`src/rtl/csi2_hdr_req_buffer_if.sv`:
```
// csi2_hdr_req_buffer_if: parser-write, arbiter-handshake and line-buffer pacing signals of one header request buffer.
interface csi2_hdr_req_buffer_if;
    logic        hdr_wr_en;
    logic [15:0] hdr_wdcnt_in;
    logic [5:0]  hdr_dtype_in;
    logic [1:0]  hdr_chID_in;
    logic        arb_gnt;
    logic        arb_lp_start;
    logic        c2d_data_rdy;
    logic        hdr_req;
    logic [15:0] hdr_wdcnt;
    logic [5:0]  hdr_dtype;
    logic [1:0]  hdr_chID;
    logic        hdr_SPtype;
    logic        hdr_rd_lbfr_en;
    logic        hdr_xfrdone;
    logic        hdr_full;
    logic        hdr_empty;
    logic        hdr_ovf;
    modport master (
        output hdr_wr_en, hdr_wdcnt_in, hdr_dtype_in, hdr_chID_in, arb_gnt, arb_lp_start, c2d_data_rdy,
        input  hdr_req, hdr_wdcnt, hdr_dtype, hdr_chID, hdr_SPtype, hdr_rd_lbfr_en, hdr_xfrdone,
               hdr_full, hdr_empty, hdr_ovf
    );
    modport slave (
        input  hdr_wr_en, hdr_wdcnt_in, hdr_dtype_in, hdr_chID_in, arb_gnt, arb_lp_start, c2d_data_rdy,
        output hdr_req, hdr_wdcnt, hdr_dtype, hdr_chID, hdr_SPtype, hdr_rd_lbfr_en, hdr_xfrdone,
               hdr_full, hdr_empty, hdr_ovf
    );
endinterface

```
`src/rtl/csi2_hdr_req_buffer.sv`:
```
// csi2_hdr_req_buffer: per-channel CSI-2 header FIFO that requests the arbiter, paces payload reads and flags completion.
module csi2_hdr_req_buffer #(
    parameter int DEPTH      = 4,
    parameter int LANE_BYTES = 4
) (
    input logic                   clk_i,
    input logic                   rst_n_i,
    csi2_hdr_req_buffer_if.slave  bus
);
    localparam int AW = $clog2(DEPTH);
    localparam int LB_SH = $clog2(LANE_BYTES);
    typedef enum logic [2:0] {IDLE, REQ, WAIT_LP, READ, DONE} state_t;
    state_t        state_q, state_d;
    logic [23:0]   mem_q [DEPTH];
    logic [23:0]   mem_d [DEPTH];
    logic [AW-1:0] wr_ptr_q, wr_ptr_d, rd_ptr_q, rd_ptr_d;
    logic [AW:0]   cnt_q, cnt_d;
    logic          ovf_q, ovf_d;
    logic [16:0]   beat_q, beat_d;
    logic [23:0]   head;
    logic [16:0]   beats;
    logic          full, empty, push, pop, sp, rd_en;
    assign full  = cnt_q == (AW+1)'(DEPTH);
    assign empty = cnt_q == '0;
    assign pop   = state_q == DONE;
    assign push  = bus.hdr_wr_en && (!full || pop);
    assign head  = empty ? '0 : mem_q[rd_ptr_q];
    assign sp    = !empty && head[21:20] == 2'b00;
    assign rd_en = state_q == READ && bus.c2d_data_rdy;
    // 17-bit sum keeps wdcnt = 0xFFFF from wrapping before the divide
    assign beats = ({1'b0, head[15:0]} + 17'(LANE_BYTES - 1)) >> LB_SH;
    always_comb begin
        mem_d = mem_q;
        if (push) mem_d[wr_ptr_q] = {bus.hdr_chID_in, bus.hdr_dtype_in, bus.hdr_wdcnt_in};
        wr_ptr_d = push ? wr_ptr_q + AW'(1) : wr_ptr_q;
        rd_ptr_d = pop ? rd_ptr_q + AW'(1) : rd_ptr_q;
        cnt_d    = cnt_q + (AW+1)'(push) - (AW+1)'(pop);
        ovf_d    = ovf_q | (bus.hdr_wr_en & full & ~pop);
        beat_d   = (state_q == WAIT_LP && bus.arb_lp_start) ? beats : rd_en ? beat_q - 17'd1 : beat_q;
    end
    always_ff @(posedge clk_i or negedge rst_n_i) begin
        if (!rst_n_i) state_q <= IDLE;
        else          state_q <= state_d;
    end
    always_comb begin
        state_d = state_q;
        unique case (state_q)
            IDLE:    state_d = empty ? IDLE : REQ;
            REQ:     if (bus.arb_gnt) state_d = sp ? DONE : WAIT_LP;
            WAIT_LP: if (bus.arb_lp_start) state_d = (beats == '0) ? DONE : READ;
            READ:    if (rd_en && beat_q == 17'd1) state_d = DONE;
            DONE:    state_d = IDLE;
            default: state_d = IDLE;
        endcase
    end
    always_comb begin
        bus.hdr_req        = state_q == REQ;
        bus.hdr_xfrdone    = state_q == DONE;
        bus.hdr_rd_lbfr_en = rd_en;
        bus.hdr_wdcnt      = head[15:0];
        bus.hdr_dtype      = head[21:16];
        bus.hdr_chID       = head[23:22];
        bus.hdr_SPtype     = sp;
        bus.hdr_full       = full;
        bus.hdr_empty      = empty;
        bus.hdr_ovf        = ovf_q;
    end
    always_ff @(posedge clk_i or negedge rst_n_i) begin
        if (!rst_n_i) begin
            for (int i = 0; i < DEPTH; i++) mem_q[i] <= '0;
            wr_ptr_q <= '0;
            rd_ptr_q <= '0;
            cnt_q    <= '0;
            ovf_q    <= 1'b0;
            beat_q   <= '0;
        end else begin
            mem_q    <= mem_d;
            wr_ptr_q <= wr_ptr_d;
            rd_ptr_q <= rd_ptr_d;
            cnt_q    <= cnt_d;
            ovf_q    <= ovf_d;
            beat_q   <= beat_d;
        end
    end
endmodule
```
`src/flat_wrapper.sv`:
```
// flat-port wrapper written by rule: the top's interface ports become plain ports
module csi2_hdr_req_buffer_flat 
#(
    parameter int DEPTH      = 4,
    parameter int LANE_BYTES = 4
)
  (clk_i, rst_n_i, bus_hdr_wr_en, bus_hdr_wdcnt_in, bus_hdr_dtype_in, bus_hdr_chID_in, bus_arb_gnt, bus_arb_lp_start, bus_c2d_data_rdy, bus_hdr_req, bus_hdr_wdcnt, bus_hdr_dtype, bus_hdr_chID, bus_hdr_SPtype, bus_hdr_rd_lbfr_en, bus_hdr_xfrdone, bus_hdr_full, bus_hdr_empty, bus_hdr_ovf);
  csi2_hdr_req_buffer_if bus_i ();
  input logic clk_i;
  input logic rst_n_i;
  input wire logic [$bits(bus_i.hdr_wr_en)-1:0] bus_hdr_wr_en;
  input wire logic [$bits(bus_i.hdr_wdcnt_in)-1:0] bus_hdr_wdcnt_in;
  input wire logic [$bits(bus_i.hdr_dtype_in)-1:0] bus_hdr_dtype_in;
  input wire logic [$bits(bus_i.hdr_chID_in)-1:0] bus_hdr_chID_in;
  input wire logic [$bits(bus_i.arb_gnt)-1:0] bus_arb_gnt;
  input wire logic [$bits(bus_i.arb_lp_start)-1:0] bus_arb_lp_start;
  input wire logic [$bits(bus_i.c2d_data_rdy)-1:0] bus_c2d_data_rdy;
  output wire logic [$bits(bus_i.hdr_req)-1:0] bus_hdr_req;
  output wire logic [$bits(bus_i.hdr_wdcnt)-1:0] bus_hdr_wdcnt;
  output wire logic [$bits(bus_i.hdr_dtype)-1:0] bus_hdr_dtype;
  output wire logic [$bits(bus_i.hdr_chID)-1:0] bus_hdr_chID;
  output wire logic [$bits(bus_i.hdr_SPtype)-1:0] bus_hdr_SPtype;
  output wire logic [$bits(bus_i.hdr_rd_lbfr_en)-1:0] bus_hdr_rd_lbfr_en;
  output wire logic [$bits(bus_i.hdr_xfrdone)-1:0] bus_hdr_xfrdone;
  output wire logic [$bits(bus_i.hdr_full)-1:0] bus_hdr_full;
  output wire logic [$bits(bus_i.hdr_empty)-1:0] bus_hdr_empty;
  output wire logic [$bits(bus_i.hdr_ovf)-1:0] bus_hdr_ovf;
  assign bus_i.hdr_wr_en = bus_hdr_wr_en;
  assign bus_i.hdr_wdcnt_in = bus_hdr_wdcnt_in;
  assign bus_i.hdr_dtype_in = bus_hdr_dtype_in;
  assign bus_i.hdr_chID_in = bus_hdr_chID_in;
  assign bus_i.arb_gnt = bus_arb_gnt;
  assign bus_i.arb_lp_start = bus_arb_lp_start;
  assign bus_i.c2d_data_rdy = bus_c2d_data_rdy;
  assign bus_hdr_req = bus_i.hdr_req;
  assign bus_hdr_wdcnt = bus_i.hdr_wdcnt;
  assign bus_hdr_dtype = bus_i.hdr_dtype;
  assign bus_hdr_chID = bus_i.hdr_chID;
  assign bus_hdr_SPtype = bus_i.hdr_SPtype;
  assign bus_hdr_rd_lbfr_en = bus_i.hdr_rd_lbfr_en;
  assign bus_hdr_xfrdone = bus_i.hdr_xfrdone;
  assign bus_hdr_full = bus_i.hdr_full;
  assign bus_hdr_empty = bus_i.hdr_empty;
  assign bus_hdr_ovf = bus_i.hdr_ovf;
  csi2_hdr_req_buffer #(.DEPTH(DEPTH), .LANE_BYTES(LANE_BYTES)) u_core (.clk_i(clk_i), .rst_n_i(rst_n_i), .bus(bus_i));
endmodule
```
`config.mk`:
```
export PLATFORM = sky130hd
export DESIGN_NAME = csi2_hdr_req_buffer_flat
export DESIGN_NICKNAME = d
export VERILOG_FILES = /design/src/rtl/csi2_hdr_req_buffer_if.sv /design/src/rtl/csi2_hdr_req_buffer.sv /design/src/flat_wrapper.sv
export SDC_FILE = /design/constraint.sdc
export NUM_CORES = 1
export LEC_CHECK = 0
export CAP_MARGIN = 0
export CELL_PAD_IN_SITES_DETAIL_PLACEMENT = 0
export CELL_PAD_IN_SITES_GLOBAL_PLACEMENT = 2
export CORE_MARGIN = 2
export CORE_UTILIZATION = 43
export CTS_BUF_LIST = sky130_fd_sc_hd__clkbuf_8 sky130_fd_sc_hd__clkbuf_16
export DETAILED_ROUTE_END_ITERATION = 8
export PLACE_DENSITY = 0.95
export SETUP_SLACK_MARGIN = 0.2
export SLEW_MARGIN = 0
export SYNTH_ARGS = -nofsm -noshare
export SYNTH_HDL_FRONTEND = slang
export SYNTH_SLANG_ARGS = --single-unit
```
`constraint.sdc`:
```
create_clock -name clk_i -period 5.4 [get_ports clk_i]
set_input_delay 1.62 -clock clk_i [delete_from_list [all_inputs] [get_ports clk_i]]
set_output_delay 1.62 -clock clk_i [all_outputs]
set_load 0.02 [all_outputs]
```
==> impl_metrics.toml, run 1 <==
[status]
outcome = "finished, final reports clean"

[synthesis]
synth_edf_count = 0
yosys-top-cells-area = "dfrtp_1 (49%), mux2_2 (17%), mux4_2 (6.0%)"
synth_ff_type = "dfrtp_1"
synth_top_area_cell = "dfrtp_1"
synth_fa_ha_area_share_pct = 1.89
synthXorXnorAreaFrac_pct = 2.90
ys_ff_latch = 124
yosysMostFrequentCell = "dfrtp_1"
syn_inst = 496
synth_top_cell_area_share_pct = 48.9
muxShareOfSynthArea_pct = 27.0
ys.warnings.count = 0
netlist_area_sq_mm = 0.00634
synth_compound_area_share_pct = 5.44
synth-simple-area-share_pct = 10.6
synthArstFlopShare_pct = 100
synth_top_family_by_area = "multiplexers"
yosys-top-cells-count = "dfrtp_1 (124), mux2_2 (97), nand2_1 (38)"
syn_nets = 535
seq_area_frac_synth_pct = 48.9
syn_avg_cell_area_sq_um = 12.8
yosysUniqueCellTypes = 60

[floorplan]
core-area_sq_mm = 0.0145
dieWidth_um = 125
die_h_um = 125
die_area_sq_mm = 0.0157
rows = 44
io_pins = 61
initial_core_util_pct = 43.8

[finish]
fin_cells = 760
fillers = 1236
multi_input_area_sq_mm = 0.00304
drive_gt1_share_pct = 28.8
diodes = 0
stdcell_area_sq_mm = 0.00768
fin_util_pct = 53.1
fin_nets = 602
syn_to_final_growth_pct = 21.1
regArea_sq_mm = 0.00310

[grt]
grt_pass1_wl_um = 24800
overflow = 0
grt_max_degree = 47
antenna_found_initial = 0
track_usage_pct = 20.1
grt_pass1_vias = 4697

[power]
powerDensity_mw_per_mm2 = 723
irDropWorstVdd_mv = 0.366
finalPower_mw = 5.55
p_leak_nw = 3.23

[clocking]
post_cts_buffers = 0
cts_tree = "built"
cts-htree-levels = 4
cts_buffers = 17
clkSinkCount = 124
ctsResizeCount = 0
postCtsHoldBufs = 0
path_clk_slew_ns = 0.06
cts_root_buf = "clkbuf_16"
clockBufferDepth = 2
clk_latency_ns = 0.41

[detailed_routing]
drt-total-wl_um = 14700
wl_met2_um = 7220
highest_layer = "met4"
dr.pass1.iters = 4
drcViolationCount = 0
ant_nets = 0
wl_per_cell_um = 19.3
vias_per_cell = 5.60
wl_met1_um = 6570
wl_met3_um = 719
first_iter_violations = 313
vias = 4258

[placed_design]
dp.cells = 728
dpl_cell_area_sq_mm = 0.00715
dp_slack_ns = 0.542
hpwlAfterDp_um = 9940
place.gp.congestion = 0.798
portBuffers = 60

[hold_path]
hold_class = "register to register"
hp-start = "u_core.bus.hdr_ovf$_DFF_PN0_"

[sta]
hold_viol_final = 0
finalSetupViolations = 0
rsz0062_at_grt = "no"
clock_skew_ns = 0.00754
post-route-period-util_pct = 90.2
fmax_mhz = 205
post-route-min-period_ns = 4.87
whs_ns = 0.464
maxSlewHeadroom_pct = 47.2
drv_slew = 0
worst_pin_slew_ns = 0.792
fin_ws_ns = 0.531
fin_setup_tns_ns = 0

[critical_path]
worstPathMaxFanout = 8
startpoint = "bus_c2d_data_rdy"
crit_path_max_incr_delay_ns = 0.63
cpMostUsedCell = "clkdlybuf4s50_1"
path_delay_family = "buffers and inverters"
path_buf_inv = 3
critPathLaunchType = "input pin"
required_ns = 3.78
path_cells = "clkdlybuf4s50_1, nand4b_1, clkinv_1, clkdlybuf4s50_1"
timing.rr.start = "u_core.rd_ptr_q[0]$_DFFE_PN0P_"
path_class = "input pin to primary output"
crit_arrival_ns = 3.25
end_kind = "primary output"
cp_slowest_cell = "clkdlybuf4s50_1"

[run]
max_cap_violations = 0
## worst paths after layout
path / end / slack, ns / cells past startpoint
worst max-delay path: bus_hdr_rd_lbfr_en / 0.53 / 4
worst min-delay path: u_core.bus.hdr_ovf$_DFF_PN0_ / 0.46 / 2
worst max register to register: u_core.state_q[2]$_DFFE_PN0P_ / 1.90 / 7
worst min register to register: u_core.bus.hdr_ovf$_DFF_PN0_ / 0.46 / 2
max in group asynchronous: u_core.rd_ptr_q[0]$_DFFE_PN0P_ / 3.19 / 2
min in group asynchronous: u_core.bus.hdr_ovf$_DFF_PN0_ / 1.21 / 1
## registers in the layout, indices dropped and copies added, names as in the netlist
name                count
u_core.cnt_q            3
u_core.bus.hdr_ovf      1
u_core.mem_q           96
u_core.wr_ptr_q         2
u_core.rd_ptr_q         2
u_core.state_q          3
u_core.beat_q          17
## layout make-up
type                            instances  area share [%]
Tap cell                              184            3.00
Inverter                               24            1.17
Clock buffer                           18            5.72
Clock inverter                         14            1.29
Multi-Input combinational cell        325            39.6
Timing Repair Buffer                   71            8.86
Sequential cell                       124            40.4
## kinds of logic (layout without fill, tap and decap cells)
logic type / Yosys count / after routing
AO/OA/AOI/OAI: 49 / 49
XOR/XNOR: 21 / 21
adder cells (fa/ha/maj): 9 / 9
buffers and inverters: 47 / 127
flip-flops: 124 / 124
multiplexers: 123 / 123
AND/OR/NAND/NOR: 123 / 123
## where the power goes
group	switching [mW]	internal (mW)	total, mW
Sequential	0.361	1.39	1.76
Combinational	1.35	1.42	2.77
Clock	0.434	0.598	1.03
## cells in the final DEF (no fill, tap or decap), types with 7 or more instances in the layout
master,instances
and2_1,15
clkdlybuf4s50_1,59
mux2_2,97
inv_1,24
o21ai_0,11
nor2_1,16
buf_4,12
xor2_1,7
nand2_1,38
ha_1,8
mux4_2,17
xnor2_1,14
clkbuf_16,17
dfrtp_1,123
nor3_1,13
mux4_1,9
## worst reg2reg max path, stage by stage (launching register included)
cell and delay, ns:
dfrtp_2 0.88, buf_4 0.32, mux4_1 0.69, and2_0 0.32, and4_1 0.21, a221oi_1 0.34, nand4_2 0.23, a2111oi_2 0.40
## layer usage
layer / GRT usage, % / up-vias
met4: 5.88 / 0
met2: 33.2 / 99
met5: 0 / -
met1: 26.2 / 2181
met3: 5.52 / 15
li1: - / 1963
No activity file was read; power rests on OpenSTA's default activity.
==> run 2: changes to the inputs <==
--- a/config.mk
+++ b/config.mk
@@ -14,7 +14,6 @@
 export DETAILED_ROUTE_END_ITERATION = 8
 export PLACE_DENSITY = 0.95
 export SETUP_SLACK_MARGIN = 0.2
-export SLEW_MARGIN = 0
 export SYNTH_ARGS = -nofsm -noshare
 export SYNTH_HDL_FRONTEND = slang
 export SYNTH_SLANG_ARGS = --single-unit
==> constraint.sdc (replaced) <==
create_clock -name clk_i -period 5.4 [get_ports clk_i]
set_input_delay 1.62 -clock clk_i [delete_from_list [all_inputs] [get_ports clk_i]]
set_output_delay 1.62 -clock clk_i [all_outputs]
set_load 0.1 [all_outputs]
==> impl_metrics.toml, run 2 (same netlist as run 1, synthesis figures left out) <==
[status]
outcome = "finished, final reports clean"

[sta]
fmax_mhz = 221
clock_skew_ns = 0.0109
worst_pin_slew_ns = 0.963
post-route-period-util_pct = 84.0
fin_setup_tns_ns = 0
maxSlewHeadroom_pct = 35.6
finalSetupViolations = 0
rsz0062_at_grt = "no"
hold_viol_final = 0
post-route-min-period_ns = 4.53
drv_slew = 0

[detailed_routing]
ant_nets = 0
dr.pass1.iters = 4
drt-total-wl_um = 14600
drcViolationCount = 0
wl_per_cell_um = 19.2
vias = 4308
vias_per_cell = 5.67
first_iter_violations = 253

[clocking]
path_clk_slew_ns = 0.06
clk_latency_ns = 0.43
clkSinkCount = 124
cts-htree-levels = 4
cts_buffers = 17
post_cts_buffers = 0
postCtsHoldBufs = 0
cts_root_buf = "clkbuf_16"
ctsResizeCount = 0
cts_tree = "built"
clockBufferDepth = 2

[finish]
layout_commonest_cell = "dfrtp_1"
diodes = 0
fin_nets = 603
stdcell_area_sq_mm = 0.00766
reg_top3 = "u_core.mem_q: 96 flops, u_core.beat_q: 17 flops"
top_register = "u_core.mem_q"
drive_gt1_share_pct = 33.7
syn_to_final_growth_pct = 20.7
layout_common_cells = "dfrtp_1 (124), mux2_2 (97), buf_4 (39)"
largest_reg_flops = 96

[floorplan]
core-area_sq_mm = 0.0145
dieWidth_um = 125
io_pins = 61
initial_core_util_pct = 43.8
rows = 44
die_area_sq_mm = 0.0157
die_h_um = 125

[placed_design]
dpl_cell_area_sq_mm = 0.00710
portBuffers = 60
place.gp.congestion = 0.803
hpwlAfterDp_um = 9800

[hold_path]
hold_class = "register to register"
hp-start = "u_core.bus.hdr_ovf$_DFF_PN0_"

[critical_path]
startpoint = "u_core.rd_ptr_q[0]$_DFFE_PN0P_"
required_ns = 3.78
path_class = "register to primary output"
timing.rr.start = "u_core.rd_ptr_q[0]$_DFFE_PN0P_"
crit_arrival_ns = 2.91
critPathLaunchType = "register"
end_kind = "primary output"
worstPathMaxFanout = 16

[run]
max_cap_violations = 0

[grt]
antenna_found_initial = 0
track_usage_pct = 19.6
grt_max_degree = 65
overflow = 0
grt_pass1_wl_um = 24100
grt_pass1_vias = 4683
==> run 2: cell types whose count changed in the layout (fill, tap and decap cells not counted) <==
| cell | change |
|---|---|
| inv_6 | +2 |
| inv_8 | -1 |
| clkinv_2 | -1 |
| clkdlybuf4s50_1 | -27 |
| dfrtp_1 | +1 |
| bufinv_16 | +1 |
| buf_4 | +27 |
| dfrtp_2 | -1 |
| nor3_2 | +1 |
| inv_1 | -1 |
| nor3_1 | -1 |
| clkinv_4 | -1 |
| buf_12 | +1 |
==> run 2: cell type report <==
| type | instances | area [sq um] |
|---|---|---|
| multi-input combinational | 325 | 3050 |
| tap | 184 | 230 |
| clock inverter | 13 | 118 |
| fill | 1201 | 6820 |
| clock buffer | 18 | 439 |
| sequential | 124 | 3100 |
| timing repair buffer | 72 | 633 |
| inverter | 24 | 90.1 |
==> run 2: metal layers <==
| layer | vias to the layer above | GRT usage [%] | routed length (um) |
|---|---|---|---|
| met1 | 2224 | 24.5 | 6450 |
| met5 | - | 0 | 0 |
| met4 | 0 | 7.39 | 240 |
| met2 | 89 | 32.5 | 7270 |
| li1 | 1971 | - | - |
| met3 | 24 | 5.69 | 630 |
==> run 2: metrics by stage <==
step	instances	hold WS [ns]	setup WS, ns	util (%)
3_3_place_gp	729	0.468	0.956	49.0
2_1_floorplan	496	0.460	0.915	-
4_1_cts	760	0.483	0.849	52.9
5_1_grt	760	0.509	0.683	52.9
6_report	760	0.470	0.866	52.9
3_5_place_dp	729	0.468	0.950	49.0
==> run 2: worst max-delay path: stages, from the launching register on <==
cell and delay [ns]:
dfrtp_1 0.92, buf_4 0.36, mux4_1 0.68, nand2_1 0.20
inv_1 0.09, buf_4 0.24
==> run 2: worst paths after layout <==
path	slack (ns)	end	depth (start not counted)
min reg2reg	0.47	u_core.bus.hdr_ovf$_DFF_PN0_	2
max reg2reg	1.83	u_core.state_q[2]$_DFFE_PN0P_	8
max in group asynchronous	3.09	u_core.mem_q[35]$_DFFE_PN0P_	2
max	0.87	bus_hdr_wdcnt[8]	5
min in group asynchronous	1.29	u_core.mem_q[52]$_DFFE_PN0P_	1
min	0.47	u_core.bus.hdr_ovf$_DFF_PN0_	2
Power of run 2 is left out: the tool's default activity adds up to more than one toggle a clock period on the data nets, which glitch-free logic cannot reach.
==> run 3: changes to the inputs <==
--- a/config.mk
+++ b/config.mk
@@ -9,10 +9,10 @@
 export CELL_PAD_IN_SITES_DETAIL_PLACEMENT = 0
 export CELL_PAD_IN_SITES_GLOBAL_PLACEMENT = 2
 export CORE_MARGIN = 2
-export CORE_UTILIZATION = 43
+export CORE_UTILIZATION = 36
 export CTS_BUF_LIST = sky130_fd_sc_hd__clkbuf_8 sky130_fd_sc_hd__clkbuf_16
 export DETAILED_ROUTE_END_ITERATION = 8
-export PLACE_DENSITY = 0.95
+export PLACE_DENSITY = 0.87
 export SETUP_SLACK_MARGIN = 0.2
 export SYNTH_ARGS = -nofsm -noshare
 export SYNTH_HDL_FRONTEND = slang
==> constraint.sdc (replaced) <==
create_clock -name clk_i -period 3.7 [get_ports clk_i]
set_input_delay 1.11 -clock clk_i [delete_from_list [all_inputs] [get_ports clk_i]]
set_output_delay 1.11 -clock clk_i [all_outputs]
set_load 0.1 [all_outputs]
==> impl_metrics.toml, run 3 (same netlist as run 1, synthesis figures left out) <==
[status]
outcome = "finished, final reports clean"

[floorplan]
rows = 48
core-area_sq_mm = 0.0172
dieWidth_um = 137
die_area_sq_mm = 0.0187
initial_core_util_pct = 36.8
io_pins = 61
die_h_um = 137

[critical_path]
crit_arrival_ns = 2.24
path_buf_inv = 2
critPathLaunchType = "register"
path_cells = "or3_1, inv_1, nor3_4, buf_12"
cp_slowest_cell = "dfrtp_1"
required_ns = 2.59
end_kind = "primary output"
path_delay_family = "simple AND/OR/NAND/NOR gates"
reg2reg_setup_slack_ns = 0.59
worstPathMaxFanout = 13
crit_path_max_incr_delay_ns = 0.42
path_class = "register to primary output"

[sta]
post-route-min-period_ns = 3.35
clock_skew_ns = 0.00739
post-route-period-util_pct = 90.6
rsz0062_at_grt = "no"
finalSetupViolations = 0
maxSlewHeadroom_pct = 48.2
drv_slew = 0
fmax_mhz = 298
worst_pin_slew_ns = 0.767
fin_setup_tns_ns = 0
hold_viol_final = 0

[detailed_routing]
drt-total-wl_um = 14800
vias_per_cell = 5.35
dr.pass1.iters = 4
vias = 4329
wl_per_cell_um = 18.3
ant_nets = 0
drcViolationCount = 0
first_iter_violations = 195

[finish]
stdcell_area_sq_mm = 0.00820
reg_top3 = "u_core.mem_q: 96 flops, u_core.beat_q: 17 flops"
largest_reg_flops = 96
layout_common_cells = "dfrtp_1 (123), mux2_2 (97), nand2_1 (38)"
top_register = "u_core.mem_q"
drive_gt1_share_pct = 35.6
diodes = 0
syn_to_final_growth_pct = 29.3
fin_nets = 610
fin_cells = 809
layout_commonest_cell = "dfrtp_1"

[placed_design]
dpl_cell_area_sq_mm = 0.00753
portBuffers = 60
dp.cells = 775
hpwlAfterDp_um = 10400
place.gp.congestion = 0.827

[grt]
grt_pass1_vias = 4692
track_usage_pct = 17.4
grt_pass1_wl_um = 24800
grt_max_degree = 57
overflow = 0
antenna_found_initial = 0

[clocking]
clockBufferDepth = 2
cts-htree-levels = 4
cts_tree = "built"
clk_latency_ns = 0.42
clkSinkCount = 124
cts_root_buf = "clkbuf_16"
postCtsHoldBufs = 0
cts_buffers = 17
path_clk_slew_ns = 0.06

[hold_path]
hold_class = "register to register"

[run]
max_cap_violations = 0
run 3: changes by cell type in the layout (fill, tap and decap cells not counted), moves of 2 or more:
cell / previous run / this run
clkinv_4: 1 / 3
clkinv_2: 3 / 0
bufinv_16: 1 / 4
clkdlybuf4s50_1: 32 / 28
buf_4: 39 / 22
buf_12: 1 / 29
clkinvlp_4: 5 / 3
run 3: per-layer routing:
metal	up-vias	global-route usage, %	part of all wire [%]
met2	84	28.4	50
met5	-	0	0
li1	1989	-	-
met1	2239	22.4	44
met3	17	4.33	4.7
met4	0	6.66	1.6
run 3: tightest hold or removal path: stages, from the launching register on:
cell and delay (ns):
dfrtp_1 0.35, inv_1 0.04, o31ai_1 0.05
run 3: final cells by class:
type | instances | area, sq um
fill | 1474 | 9030
sequential | 124 | 3100
multi-input combinational | 325 | 3060
timing repair buffer | 79 | 1030
clock buffer | 19 | 453
tap | 225 | 282
clock inverter | 13 | 190
inverter | 24 | 90.1
run 3: path summary, 6_finish.rpt:
kind,cells after the start,from,to
worst max register to register,8,u_core.rd_ptr_q[0]$_DFFE_PN0P_,u_core.state_q[2]$_DFFE_PN0P_
worst min register to register,2,u_core.bus.hdr_ovf$_DFF_PN0_,u_core.bus.hdr_ovf$_DFF_PN0_
worst max-delay path,4,u_core.cnt_q[1]$_DFF_PN0_,bus_hdr_SPtype
min in group asynchronous,1,rst_n_i,u_core.beat_q[16]$_DFFE_PN0P_
max in group asynchronous,2,rst_n_i,u_core.mem_q[59]$_DFFE_PN0P_
worst min-delay path,2,u_core.bus.hdr_ovf$_DFF_PN0_,u_core.bus.hdr_ovf$_DFF_PN0_
run 3: what timing repair did:
| action | CTS | global route |
|---|---|---|
| setup endpoints to repair | 12 | 0 |
| buffers inserted | 2 | 0 |
| hold endpoints to repair | 0 | 0 |
| gates resized for setup | 1 | 0 |
run 3: stage by stage:
step / hold slack, ns / worst slack, ns / util [%]
after floorplan: 0.460 / 0.148 / -
after global placement: 0.464 / 0.474 / 43.7
after detailed placement: 0.474 / 0.427 / 43.7
after CTS: 0.488 / 0.310 / 47.6
after global routing: 0.508 / 0.206 / 47.6
final: 0.482 / 0.348 / 47.6
Power of run 3 is left out for the same reason.
